===== src/rtl/wb_pipe_decoder.sv =====
// Pipelined Wishbone B4 decoder: one master to NS slaves, in-order tag FIFO for
// response routing, internal error responder for unmapped addresses and a response watchdog.
module wb_pipe_decoder #(
  parameter int AW      = 16,
  parameter int DW      = 16,
  parameter int NS      = 5,
  parameter int MAX_OUT = 4,
  parameter int TIMEOUT = 255,
  parameter logic [NS*AW-1:0] SLV_BASE = {16'h7000, 16'h6000, 16'h5000, 16'h4000, 16'h0000},
  parameter logic [NS*AW-1:0] SLV_MASK = {16'hF000, 16'hF000, 16'hF000, 16'hF000, 16'hC000}
) (
  input  logic             clk,
  input  logic             rst_n,
  input  logic             m_cyc,
  input  logic             m_stb,
  input  logic             m_we,
  input  logic [AW-1:0]    m_adr,
  input  logic [DW-1:0]    m_dat_o,
  output logic [DW-1:0]    m_dat_i,
  output logic             m_ack,
  output logic             m_err,
  output logic             m_stall,
  output logic [NS-1:0]    s_cyc,
  output logic [NS-1:0]    s_stb,
  output logic             s_we,
  output logic [AW-1:0]    s_adr,
  output logic [DW-1:0]    s_dat_i,
  input  logic [NS*DW-1:0] s_dat_o,
  input  logic [NS-1:0]    s_ack,
  input  logic [NS-1:0]    s_stall
);

  localparam int TW  = $clog2(NS + 1);
  localparam int PW  = $clog2(MAX_OUT);
  localparam int CW  = PW + 1;
  localparam int TMW = $clog2(TIMEOUT + 1);
  localparam logic [TW-1:0] ERR_TAG = TW'(NS);

  logic [TW-1:0]  fifo_q [MAX_OUT];
  logic [TW-1:0]  fifo_d [MAX_OUT];
  logic [PW-1:0]  wr_ptr_q, wr_ptr_d, rd_ptr_q, rd_ptr_d;
  logic [CW-1:0]  count_q, count_d;
  logic [TMW-1:0] timer_q, timer_d;
  logic [TW-1:0]  last_tag_q, last_tag_d;
  logic           abort_q, abort_d;

  logic [TW-1:0] target, head_tag;
  logic          tgt_s_stall, stall_int, issue, busy;
  logic          head_ack, resp_ok, ack, err_resp, pop, timeout, flush;
  logic [DW-1:0] head_dat;

  // Lowest index wins on overlapping windows, so scan from the top down.
  always_comb begin
    target      = ERR_TAG;
    tgt_s_stall = 1'b0;
    for (int i = NS - 1; i >= 0; i--) begin
      if ((m_adr & SLV_MASK[i*AW +: AW]) == SLV_BASE[i*AW +: AW]) target = TW'(i);
    end
    for (int i = 0; i < NS; i++) begin
      if (target == TW'(i)) tgt_s_stall = s_stall[i];
    end
  end

  assign head_tag = fifo_q[rd_ptr_q];
  assign busy     = (count_q != '0);

  always_comb begin
    head_ack = 1'b0;
    head_dat = '0;
    for (int i = 0; i < NS; i++) begin
      if (head_tag == TW'(i)) begin
        head_ack = s_ack[i];
        head_dat = s_dat_o[i*DW +: DW];
      end
    end
  end

  // Handshake: a request transfers when m_cyc & m_stb & !m_stall; a response
  // is consumed by the master in the single cycle m_ack or m_err is high.
  // Switching slaves waits for the FIFO to drain so responses stay in order.
  assign stall_int = (count_q == CW'(MAX_OUT)) | (busy & (target != last_tag_q)) | tgt_s_stall;
  assign issue     = m_cyc & m_stb & ~stall_int;

  assign resp_ok  = busy & m_cyc & ~abort_q;
  assign ack      = resp_ok & head_ack;
  assign err_resp = resp_ok & (head_tag == ERR_TAG);
  assign pop      = ack | err_resp;
  assign timeout  = resp_ok & ~pop & (timer_q == TMW'(TIMEOUT - 1));
  assign flush    = ~m_cyc | timeout;

  always_comb begin
    fifo_d     = fifo_q;
    wr_ptr_d   = wr_ptr_q;
    rd_ptr_d   = rd_ptr_q;
    count_d    = count_q;
    timer_d    = timer_q;
    last_tag_d = last_tag_q;
    abort_d    = timeout;
    if (flush) begin
      wr_ptr_d = '0;
      rd_ptr_d = '0;
      count_d  = '0;
      timer_d  = '0;
    end else begin
      if (issue) begin
        fifo_d[wr_ptr_q] = target;
        wr_ptr_d         = wr_ptr_q + 1'b1;
        last_tag_d       = target;
      end
      if (pop) rd_ptr_d = rd_ptr_q + 1'b1;
      count_d = count_q + CW'(issue) - CW'(pop);
      timer_d = (pop | ~busy) ? '0 : timer_q + 1'b1;
    end
  end

  always_ff @(posedge clk or negedge rst_n) begin
    if (!rst_n) begin
      for (int i = 0; i < MAX_OUT; i++) fifo_q[i] <= '0;
      wr_ptr_q   <= '0;
      rd_ptr_q   <= '0;
      count_q    <= '0;
      timer_q    <= '0;
      last_tag_q <= '0;
      abort_q    <= 1'b0;
    end else begin
      fifo_q     <= fifo_d;
      wr_ptr_q   <= wr_ptr_d;
      rd_ptr_q   <= rd_ptr_d;
      count_q    <= count_d;
      timer_q    <= timer_d;
      last_tag_q <= last_tag_d;
      abort_q    <= abort_d;
    end
  end

  // Outputs are gated by rst_n so the bus goes quiet as soon as reset asserts.
  assign m_ack   = rst_n & ack;
  assign m_err   = rst_n & (err_resp | timeout);
  assign m_dat_i = (rst_n & ack) ? head_dat : '0;
  assign m_stall = rst_n ? stall_int : tgt_s_stall;

  always_comb begin
    s_cyc = '0;
    s_stb = '0;
    for (int i = 0; i < NS; i++) begin
      s_stb[i] = rst_n & m_cyc & m_stb & (target == TW'(i)) & ~stall_int;
      s_cyc[i] = rst_n & m_cyc & ~abort_q &
                 ((m_stb & (target == TW'(i))) | (busy & (head_tag == TW'(i))));
    end
  end

  assign s_we    = m_we;
  assign s_adr   = m_adr;
  assign s_dat_i = m_dat_o;

endmodule


===== config.mk =====
export PLATFORM = sky130hd
export DESIGN_NAME = wb_pipe_decoder
export DESIGN_NICKNAME = d
export VERILOG_FILES = /design/src/rtl/wb_pipe_decoder.sv
export SDC_FILE = /design/constraint.sdc
export NUM_CORES = 1
export LEC_CHECK = 0
export ABC_AREA = 0
export CAP_MARGIN = 0
export CELL_PAD_IN_SITES_DETAIL_PLACEMENT = 1
export CELL_PAD_IN_SITES_GLOBAL_PLACEMENT = 1
export CORE_MARGIN = 3
export CORE_UTILIZATION = 25
export CTS_CLUSTER_SIZE = 28
export DETAILED_ROUTE_END_ITERATION = 12
export PLACE_DENSITY = 0.82
export SLEW_MARGIN = 40
export SYNTH_ARGS = -nofsm -noshare
export SYNTH_HDL_FRONTEND = slang
export SYNTH_SLANG_ARGS = --single-unit
export TNS_END_PERCENT = 20

===== constraint.sdc =====
create_clock -name clk -period 3.8 [get_ports clk]
set_clock_uncertainty 0.15 [all_clocks]
set_input_delay 0.76 -clock clk [delete_from_list [all_inputs] [get_ports clk]]
set_output_delay 0.76 -clock clk [all_outputs]
set_load 0.05 [all_outputs]

======== Yosys cells after proc, flatten, opt, wreduce, memory -nomap -nowiden ========
Cells that the tools add are included.
storage, ports and cells
  register bits after elaboration ......... 31
  input bits .............................. 127
  output and inout port bits .............. 62
  logic and storage cells ................. 135
cells by class
  add/sub/neg operators ................... 5
  order comparisons ....................... 3
  equality and inequality tests ........... 16
  multiplexer cells ....................... 35
  bitwise gates (word level) .............. 58
  reductions and logical operators ........ 8
operators by type and width
  cell                                                                    count
  16-bit two-way mux                                                      6
  1-bit AND                                                               39
  3-bit two-way mux                                                       8
  4-bit by 3-bit equality test with 1-bit output (second input constant)  4
  16-bit zero test                                                        1
  8-bit two-way mux                                                       2
  12-bit bitwise mux                                                      1
  3-bit by 2-bit equality test with 1-bit output (second input constant)  4
  3-bit equality test (second input constant)                             4
  1-bit two-way mux                                                       12
  1-bit OR                                                                11
  8-bit by 1-bit adder with 8-bit output (second input constant)          1
  8-bit equality test (second input constant)                             1
  2-bit two-way mux                                                       4
  3-bit binary-select mux with 2-bit select                               1
  3-bit demux with 2-bit select                                           1
  3-bit by 1-bit equality test with 1-bit output (second input constant)  2
  3-bit >= comparator (second input constant)                             2
  3-bit zero test                                                         2
  1-bit NOT                                                               6
  2-bit NOT with 3-bit output                                             2
  2-bit by 1-bit adder with 2-bit output (second input constant)          2
  2-bit nonzero test                                                      2
  3-bit by 1-bit adder with 3-bit output                                  1
  6 further kinds                                                         6

======== Logic depth before layout (Yosys ltp) ========
  word-level depth ........................ 18
  depth in mapped cells ................... 16
  gate-level depth less buffers ........... 14

======== Worst setup path after synthesis ========
No wires, ideal clock.
  path type ............................... reg2out
  start point ............................. register rd_ptr_q[0]
  end point ............................... output m_dat_i[10]
  arrival time ............................ 3.045 ns
  required time ........................... 2.890 ns
  slack ................................... -0.155 ns
  stages on the path, launching flop included .. 9
  buffers on the path ..................... 3
  path through ............................ dfrtp_1 buf_6 mux4_2 clkinv_1 and3_1 clkbuf_1 clkbuf_1 a221oi_1 nor3_1
on the way
  cells in the longest elaborated chain, start to end .. 13
  elaborated cells on any way between the ends .. 22
  those cells by class .................... 4 x eq/ne; 14 x mux; 3 x bitwise; 1 x reduce/logical
ends and longest elaborated chain
  element                                                 RTL line  text
  from (decl)                                             41        logic [PW-1:0] wr_ptr_q, wr_ptr_d, rd_ptr_q, rd_ptr_d;
  from (signal assigned)                                  128       rd_ptr_q <= rd_ptr_d;
  2-bit NOT with 3-bit output (not written as such) *     64        assign head_tag = fifo_q[rd_ptr_q];
  3-bit binary-select mux with 2-bit select *             64
  3-bit two-way mux (not written as such) * (2 in a row)  64
  3-bit zero test                                         71        if (head_tag == TW'(i)) begin
  1-bit two-way mux (5 in a row)                          71
  1-bit AND                                               85        assign ack = resp_ok & head_ack;
  1-bit AND                                               139       assign m_dat_i = (rst_n & ack) ? head_dat : '0;
  16-bit two-way mux *                                    139
  to (decl)                                               19        output logic [DW-1:0] m_dat_i,
Every way passes the cells marked *; elsewhere a longest branch is shown, timed or not. The select of a mux whose other input is x is not followed.

======== Final worst setup path ========
  start point ............................. register rd_ptr_q[0]
  end point ............................... output m_dat_i[12]
Same word-level chain as after synthesis.

==> summary.txt <==
Floorplanning
  – Initial Utilization: 0.259
  – Die X: 112 um
  – Chip height: 112 um
  – Core box area: 10,900 um2
  – Die ar.: 12,600 um2
  – Ports: 189
  – Cell row count: 38

Timing
  – Worst-Margin Slew: 0.560 ns
  – Max_slew headroom: 0.624
  – Fin crit period: 3.69 ns
  – Unrepaired setup endpoints after global routing: true
  – Hold Fails Final Rpt: 0
  – FMAX: 0.271 GHz
  – Period utilization: 0.970
  – # setup viols final: 0
  – Slew Limit Fails: 0
  – Setup TNS: 0 ns

Finish
  – Final instance area: 4710 um2
  – Final nets: 580
  – Synth-to-layout area growth: 66.1%
  – Commonest non-fill, non-tap cell in the layout: clkdlybuf4s50_1
  – Final Core Density: 0.430
  – Commonest cells after routing, fill and taps aside: clkdlybuf4s50_1, nor2_1, buf_4, dfrtp_1, buf_12
  – Share of layout cells above drive strength 1: 0.238

Global route
  – First-pass GRT wire length: 18,500 um
  – Total GRT Usage: 0.180
  – GRT overflow: 0
  – Largest net degree at the start of global routing: 33
  – Vias in the first global route: 3,430
  – Initial antenna violation count: 1

Route
  – Drt drc: 0
  – Final wirelength: 11,900 um
  – Vias per cell: 5.14
  – Antenna Violating Nets Remaining: 0
  – Pre-antenna DRT Iters: 4
  – Drt wl/cell: 20.3 um
  – Vias: 3,011
  – Starting DRT DRC Count: 195

Pwr
  – Leakage power: 1.97 nW
  – Sw Share: 0.446
  – Reg power frac: 0.196
  – Power Total: 2.57 mW
  – P_int: 1.43 mW
  – PwrDens: 547 nW/um2
  – Clock Power Share: 0.163
  – P_sw: 1.15 mW
  – Comb power frac: 0.641
  – Max VDD drop: 0.000238 V

Synth
  – Yosys warns: 0
  – Netlist cell types: 45
  – Post-Syn Area: 2830 um2
  – Share of flip-flops with an asynchronous set or reset: 1.00
  – Post-synth top flop: dfrtp_1
  – Seq cells post-synth: 31
  – Seq/Total Area, Yosys: 0.274
  – Mapped Cells: 332
  – Syn Area/Cell: 8.53 um2
  – Top post-synthesis cells by area: dfrtp_1, buf_4, mux2_2
  – EDFF count, synth: 0
  – Area leader, netlist: dfrtp_1
  – Share of the synthesized area in the top cell type: 0.274
  – Post-Syn Nets: 468

Placed design
  – Placer congestion estimate: 0.841
  – DP HPWL: 9170 um
  – Post-Place Cell Area: 4450 um2
  – IO buf count: 130

Worst setup path
  – Sequence of cells on the critical path: mux4_2 -> mux2_2 -> nand3_1 -> a21oi_1 -> nand2_1 -> buf_12 -> nor3_1 -> buf_4 -> buf_12
  – Crit-path leading delay family: multiplexers
  – Worst setup startpoint: rd_ptr_q[0]$_DFFE_PN0P_
  – Worst EP arrival: 2.78 ns
  – Nature of the critical path endpoint: output pin
  – Worst Path Class, Setup: reg -> out
  – Most common cell on crit path: buf_12
  – Slowest cell delay on critical path: 0.61 ns
  – CP max FO: 17
  – Worst r2r src: rd_ptr_q[0]$_DFFE_PN0P_
  – Crit-path slowest cell: mux4_2
  – Critical path required time: 2.89 ns
  – Critical path buffers and inverters: 3
  – Startpoint types: flip-flop

Clock network
  – CTS clk-pin slew, worst paths: 0.06 ns
  – Total CTS buffers: 5
  – Worst skew pair latency: 0.27 ns
  – CTS tree: yes
  – Clk sink count: 31
  – Cts hold-fix bufs: 0
  – Root buf cell: clkbuf_16
  – CTS Buffer Depth: 2
  – # H-tree levels: 2

Job
  – Max cap viols: 0

Min path
  – Worst hold start: fifo_q[6]$_DFFE_PN0P_
  – Hold/Removal Path Class: reg -> reg

Outcome
  – Status: completed
==> worst reg2reg max path, cell delays in order, from the launching register on <==
cell and delay, ns:
dfrtp_2 0.44, mux4_2 0.61, buf_4 0.25, nand2b_1 0.19, nand3b_1 0.23, a31oi_4 0.21
ha_1 0.26, inv_1 0.06, ha_1 0.13, inv_1 0.05, fa_1 0.41, xor2_2 0.17
xnor2_1 0.14, nor2_1 0.05
==> synthesized netlist by cell type (all sizes together), types with 2 or more instances <==
master / n
nand2: 23
mux2: 16
clkbuf: 13
mux4: 4
a221oi: 16
o2111ai: 4
nand3: 10
a21oi: 6
xnor2: 3
buf: 42
o21ai: 20
a22oi: 3
mux2i: 17
inv: 10
xor2: 9
a21o: 3
and2: 4
ha: 8
dfrtp: 31
nand3b: 4
nor2: 39
or2: 2
nor3: 19
o211ai: 2
nor2b: 2
a32oi: 2
and3: 8
==> state kept, by name, indices dropped and copies added (netlist names) <==
signal and count:
fifo_q 12, rd_ptr_q 2, count_q 3, last_tag_q 3
timer_q 8, abort_q 1, wr_ptr_q 2
==> logic make-up after synthesis <==
kind of cell	synth area share
compound gates	0.155
fa+ha+maj	0.0424
flops	0.274
simple gates	0.197
xor+xnor	0.0371
mux	0.155
buf+inv	0.139
==> power groups by stage <==
stage | Combinational, mW | Sequential (mW) | Clock (mW)
final | 1.65 | 0.506 | 0.420
after global routing | 1.79 | 0.516 | 0.441
after CTS | 1.59 | 0.501 | 0.422
after detailed placement | 1.57 | 0.503 | 0
after global placement | 1.51 | 0.491 | 0
after floorplan | 1.10 | 0.472 | 0
==> metrics by stage <==
stage / instances / hold slack [ns] / setup WS (ns)
after CTS: 582 / 0.368 / -0.0600
after floorplan: 332 / 0.314 / -0.155
after detailed placement: 574 / 0.344 / -0.260
final: 586 / 0.375 / 0.112
after global routing: 586 / 0.383 / -0.0536
after global placement: 574 / 0.334 / -0.0584
==> what timing repair did <==
action / in CTS / in global routing
resized for setup: 3 / 14
endpoints found under the setup margin: 8 / 24
pin swaps: 0 / 2
setup buffers: 0 / 3
endpoints found under the hold margin: 0 / 0
==> area by class of cell <==
cell class,instances,area (um2)
antenna,1,2.50
clock buffer,8,156
fill,1250,6230
inverter,11,41.3
multi-input combinational,235,1740
sequential,31,777
tap,140,175
timing repair buffer,160,1810
==> routing by layer <==
layer  wire (um)  share of wire  GRT usage
met4         216          0.018     0.0505
met1        4450           0.37      0.194
met2        6580           0.55      0.348
met5           0              0          0
met3         647          0.054     0.0431
==> final timing paths <==
check / slack, ns / to / depth (start not counted)
worst max-delay path: 0.11 / m_dat_i[12] / 9
worst min register to register: 0.38 / fifo_q[6]$_DFFE_PN0P_ / 1
max in group asynchronous: 2.21 / rd_ptr_q[0]$_DFFE_PN0P_ / 2
worst min-delay path: 0.38 / fifo_q[6]$_DFFE_PN0P_ / 1
min in group asynchronous: 0.84 / timer_q[1]$_DFF_PN0_ / 2
worst max register to register: 0.32 / count_q[2]$_DFF_PN0_ / 13
Power figures use the tool's default switching activity.
